**src/rtl/in_serializer.sv**
```systemverilog
// in_serializer: parallel-to-serial converter with valid/ready intake.
//
// Ports
//   CLK      : sole clock, rising edge
//   RST      : asynchronous active-high reset
//   DATA     : parallel word to serialize (WIDTH bits)
//   VALID    : DATA is valid this cycle
//   READY    : word is accepted at the next edge if VALID=1
//   ABORT    : synchronous discard of the word in flight
//   SER_OUT  : serial bit stream (IDLE_BIT when nothing is presented)
//   SER_VLD  : SER_OUT carries a data bit this cycle
//   SER_LAST : SER_OUT carries the final bit of the current word
//
// A word occupies exactly WIDTH cycles on SER_OUT. A new word accepted during
// the SER_LAST cycle follows with no bubble. All serial outputs are registered.
module in_serializer #(
    parameter int WIDTH     = 8,
    parameter int MSB_FIRST = 1,
    parameter bit IDLE_BIT  = 1'b0
) (
    input  logic             CLK,
    input  logic             RST,
    input  logic [WIDTH-1:0] DATA,
    input  logic             VALID,
    output logic             READY,
    input  logic             ABORT,
    output logic             SER_OUT,
    output logic             SER_VLD,
    output logic             SER_LAST
);

    localparam int CW = $clog2(WIDTH);

    typedef enum logic {IDLE, SHIFT} state_t;

    state_t           state;
    logic [WIDTH-1:0] shreg;   // bits still to be presented, next one at the head
    logic [CW-1:0]    cnt;     // bits remaining after the one on SER_OUT
    logic             accept;

    // SER_LAST is only ever set in SHIFT, so it doubles as the
    // "word finishes this cycle" condition for zero-bubble reload.
    assign READY  = (state == IDLE || SER_LAST) && !ABORT;
    assign accept = VALID && READY;

    always_ff @(posedge CLK or posedge RST) begin
        if (RST) begin
            state    <= IDLE;
            shreg    <= '0;
            cnt      <= '0;
            SER_OUT  <= IDLE_BIT;
            SER_VLD  <= 1'b0;
            SER_LAST <= 1'b0;
        end else if (ABORT) begin
            state    <= IDLE;
            cnt      <= '0;
            SER_OUT  <= IDLE_BIT;
            SER_VLD  <= 1'b0;
            SER_LAST <= 1'b0;
        end else if (accept) begin
            // First bit goes straight to SER_OUT; the register keeps the rest
            // pre-shifted so the head is always the next bit to present.
            state    <= SHIFT;
            cnt      <= CW'(WIDTH - 1);
            SER_VLD  <= 1'b1;
            SER_LAST <= 1'b0;
            if (MSB_FIRST != 0) begin
                SER_OUT <= DATA[WIDTH-1];
                shreg   <= DATA << 1;
            end else begin
                SER_OUT <= DATA[0];
                shreg   <= DATA >> 1;
            end
        end else if (state == SHIFT) begin
            if (SER_LAST) begin
                state    <= IDLE;
                SER_OUT  <= IDLE_BIT;
                SER_VLD  <= 1'b0;
                SER_LAST <= 1'b0;
            end else begin
                cnt      <= cnt - 1'b1;
                SER_LAST <= (cnt == CW'(1));
                if (MSB_FIRST != 0) begin
                    SER_OUT <= shreg[WIDTH-1];
                    shreg   <= shreg << 1;
                end else begin
                    SER_OUT <= shreg[0];
                    shreg   <= shreg >> 1;
                end
            end
        end
    end

endmodule

```
**config.mk**
```make
export PLATFORM = sky130hd
export DESIGN_NAME = in_serializer
export DESIGN_NICKNAME = d
export VERILOG_FILES = /design/src/rtl/in_serializer.sv
export SDC_FILE = /design/constraint.sdc
export NUM_CORES = 1
export LEC_CHECK = 0
export CAP_MARGIN = 10
export CORE_MARGIN = 10
export CORE_UTILIZATION = 49
export DETAILED_ROUTE_END_ITERATION = 10
export DONT_BUFFER_PORTS = 1
export MAX_ROUTING_LAYER = met4
export PLACE_DENSITY = 0.64
export SLEW_MARGIN = 20
export SYNTH_ARGS = -nofsm -noshare
export SYNTH_HDL_FRONTEND = slang
export SYNTH_SLANG_ARGS = --single-unit
```
**constraint.sdc**
```tcl
create_clock -name CLK -period 4.1 [get_ports CLK]
set_clock_uncertainty 0.15 [all_clocks]
set_input_delay 0.82 -clock CLK [delete_from_list [all_inputs] [get_ports CLK]]
set_output_delay 0.82 -clock CLK [all_outputs]
set_load 0.01 [all_outputs]
```
==> out/qor.tcl <==
set qor(result_of_the_run) {complete, no violations}
set qor(drc) 0
set qor(drt.antenna.violating_nets) 0
set qor(root_buffer) {sky130_fd_sc_hd__clkbuf_4}
set qor(clkSlewWorstSetupHoldPaths_ns) 0.08
set qor(power_density_mw_per_mm2) 388
set qor(clkLatencyLatePin_ns) 0.28
set qor(number_of_antenna_violations_at_the_first_check_in_global_routing) 0
set qor(vdd_ir_drop_max_mv) 0.176
set qor(htree_levels) 1
set qor(rr_startpoint) {state$_DFF_PP0_}
set qor(grt_pass1_wl_um) 2360
set qor(mappedNetlistNets) 82
set qor(gp_congestion) 0.724
set qor(groute.usage.overall) 0.0926
set qor(die_w_um) 59.1
set qor(drive_gt1_frac) 0.152
set qor(syn_inst) 68
set qor(path_cells) {nor2b_1 -> nor2_1}
set qor(post_cts_resized) 0
set qor(slew_headroom) 0.575
set qor(num_antenna_cells) 0
set qor(core.rowCount) 14
set qor(finalNetCount) 82
set qor(number_of_global_route_vias_before_repair) 495
set qor(placeableCoreArea_sq_mm) 0.00147
set qor(layout.cells.most_common_list) {14 x sky130_fd_sc_hd__dfrtp_1, 6 x sky130_fd_sc_hd__inv_1, 6 x sky130_fd_sc_hd__a31oi_1}
set qor(number_of_port_buffers) 0
set qor(cp-start-kind) {register}
set qor(avgSynthCellArea_sq_um) 11.0
set qor(floorplan.die_area_sq_mm) 0.00349
set qor(number_of_drc_markers_after_the_initial_detailed_route_iteration) 7
set qor(vias) 489
set qor(cts_setup_buffers) 0
set qor(numPlacedInstances) 79
set qor(hold_path_class) {in -> async}
set qor(netlist.area_leader.share) 0.467
set qor(layoutNonFillerInstCount) 82
set qor(area_delta_synth_final_pct) 0.501
set qor(ios) 16
set qor(floorplan.die.height_um) 59.1
set qor(dpl.hpwl_um) 1060
set qor(report.power.total_w) 0.000292
set qor(worst-r2r-setup-slack_ns) 2.42
set qor(synthDistinctLibCells) 30
set qor(critical_path_class) {reg -> out}
set qor(detailedRoute.firstPassIterationCount) 4
set qor(endpoint_kind) {output port}
set qor(finalCritPeriodShare) 0.615
set qor(avgViaCountPerCell) 5.96
set qor(synth.area.top_cells) {sky130_fd_sc_hd__dfrtp_1 47%, sky130_fd_sc_hd__o2bb2ai_1 5.8%, sky130_fd_sc_hd__a31oi_1 5.0%, sky130_fd_sc_hd__and3b_1 3.5%, sky130_fd_sc_hd__ha_1 3.3%}
set qor(route.final.wire_length_um) 1430
set qor(cts-buffers-inserted) 3
set qor(worstPathMaxFanout) 10
set qor(grt_setup_unrepaired) {false}
set qor(regToRegEndpoint) {cnt[2]$_DFFE_PP0P_}
set qor(final_critical_path_required_period_ns) 2.52
set qor(initial_core_util) 0.509
set qor(arrival_time_at_the_worst_endpoint_ns) 1.55
set qor(clock_sinks) 14
set qor(highest_attainable_clock_frequency_ghz) 0.397
set qor(critPathSlowestCell) {sky130_fd_sc_hd__nor2b_1}
set qor(clock_tree.buffer_depth) 2
set qor(worstPathRequired_ns) 3.13
set qor(post-route-cell-area_sq_um) 753
set qor(globalRouteOverflowTotal) 0
set qor(worst_slew_pin_slew_ns) 0.636
set qor(syn-cell-area_sq_um) 749
set qor(slew_viol_final) 0
set qor(cts_tree) {yes}
set qor(cap_viol_max_count) 0
set qor(finalSetupViolations) 0
set qor(sequential_area_share_after_synthesis) 0.467
set qor(detail_route.wl_per_cell_um) 17.4
set qor(p_leak_nw) 0.338
set qor(cts-hold-fix-buffers) 0
set qor(placement.cell_area_sq_um) 731
set qor(timing.hold.ws_ns) 0.297
set qor(final_tns_setup_ns) 0
set qor(synth_seq_cells) 14
set qor(grt_start_max_net_pins) 16
set qor(reg2regPathDepth) 3
set qor(critical_path.max_stage_delay_ns) 0.58
set qor(hold_violations) 0
set qor(cell_taking_the_most_area_after_synthesis) {sky130_fd_sc_hd__dfrtp_1}
set qor(yosys_warnings) 0
set qor(final_common_cell) {sky130_fd_sc_hd__dfrtp_1}
==> where the power goes <==
group / total, W / switching (W) / leakage [nW] / internal [W]
clock: 0.0000790 / 0.0000448 / 0.0138 / 0.0000341
sequential: 0.000168 / 0.0000128 / 0.179 / 0.000155
combinational: 0.0000457 / 0.0000222 / 0.145 / 0.0000235
==> area by class of cell <==
| cell class | instances | area (sq um) |
|---|---|---|
| Tap cell | 16 | 20.0 |
| Multi-Input combinational cell | 42 | 334 |
| Sequential cell | 14 | 350 |
| Fill cell | 153 | 718 |
| Clock buffer | 3 | 22.5 |
| Inverter | 7 | 26.3 |
==> logic make-up after synthesis <==
family,count (synthesis),share of synthesized area
adders and majority gates,2,0.0334
DFF,14,0.467
AOI/OAI and AO/OA,22,0.229
and+or+nand+nor,16,0.150
buffers and inverters,12,0.0868
muxes,2,0.0334
==> worst max-delay path by stage <==
| stage | start | end | slack, ns | depth (start not counted) |
|---|---|---|---|---|
| CTS | state$_DFF_PP0_ | READY | 1.57 | 2 |
| global placement | state$_DFF_PP0_ | READY | 1.92 | 2 |
| finish | state$_DFF_PP0_ | READY | 1.58 | 2 |
| floorplan | ABORT | READY | 1.91 | 2 |
| detailed placement | state$_DFF_PP0_ | READY | 1.91 | 2 |
| global route | state$_DFF_PP0_ | READY | 1.46 | 2 |
==> synthesized netlist by cell type, drive strengths merged <==
master,instances
dfrtp,14
inv,7
a31oi,6
o2bb2ai,6
and3b,5
buf,4
a21oi,3
nor2,3
a211oi,2
ha,2
nor3,2
a21o,1
a22oi,1
a311oi,1
a31o,1
clkbuf,1
mux2,1
mux2i,1
nand2,1
nand2b,1
nand3,1
nand4b,1
nor2b,1
nor3b,1
o21ai,1
==> flip-flops by register name, summed over array words and instances (netlist names) <==
| signal | cells |
|---|---|
| SER_LAST | 1 |
| SER_OUT | 1 |
| SER_VLD | 1 |
| cnt | 3 |
| shreg | 7 |
| state | 1 |
==> critical path: cells and delay by family, from the launching register on <==
kind             cells  cell delay [ns]
AND/OR/NAND/NOR      2             0.75
flip-flops           1             0.52
==> metrics by stage <==
step	setup WS, ns	util
2_1_floorplan	1.91	-
3_3_place_gp	1.92	0.497
3_5_place_dp	1.91	0.497
4_1_cts	1.57	0.512
5_1_grt	1.46	0.512
6_report	1.58	0.512
==> metal layers <==
metal  vias up  part of all wire  track usage
met1       228              0.46        0.104
met3         5             0.048       0.0343
li1        246                 -            -
met4         0             0.027       0.0689
met5         -                 0            -
met2        10              0.47        0.131
Note: power is estimated with default switching activity, not from simulation.
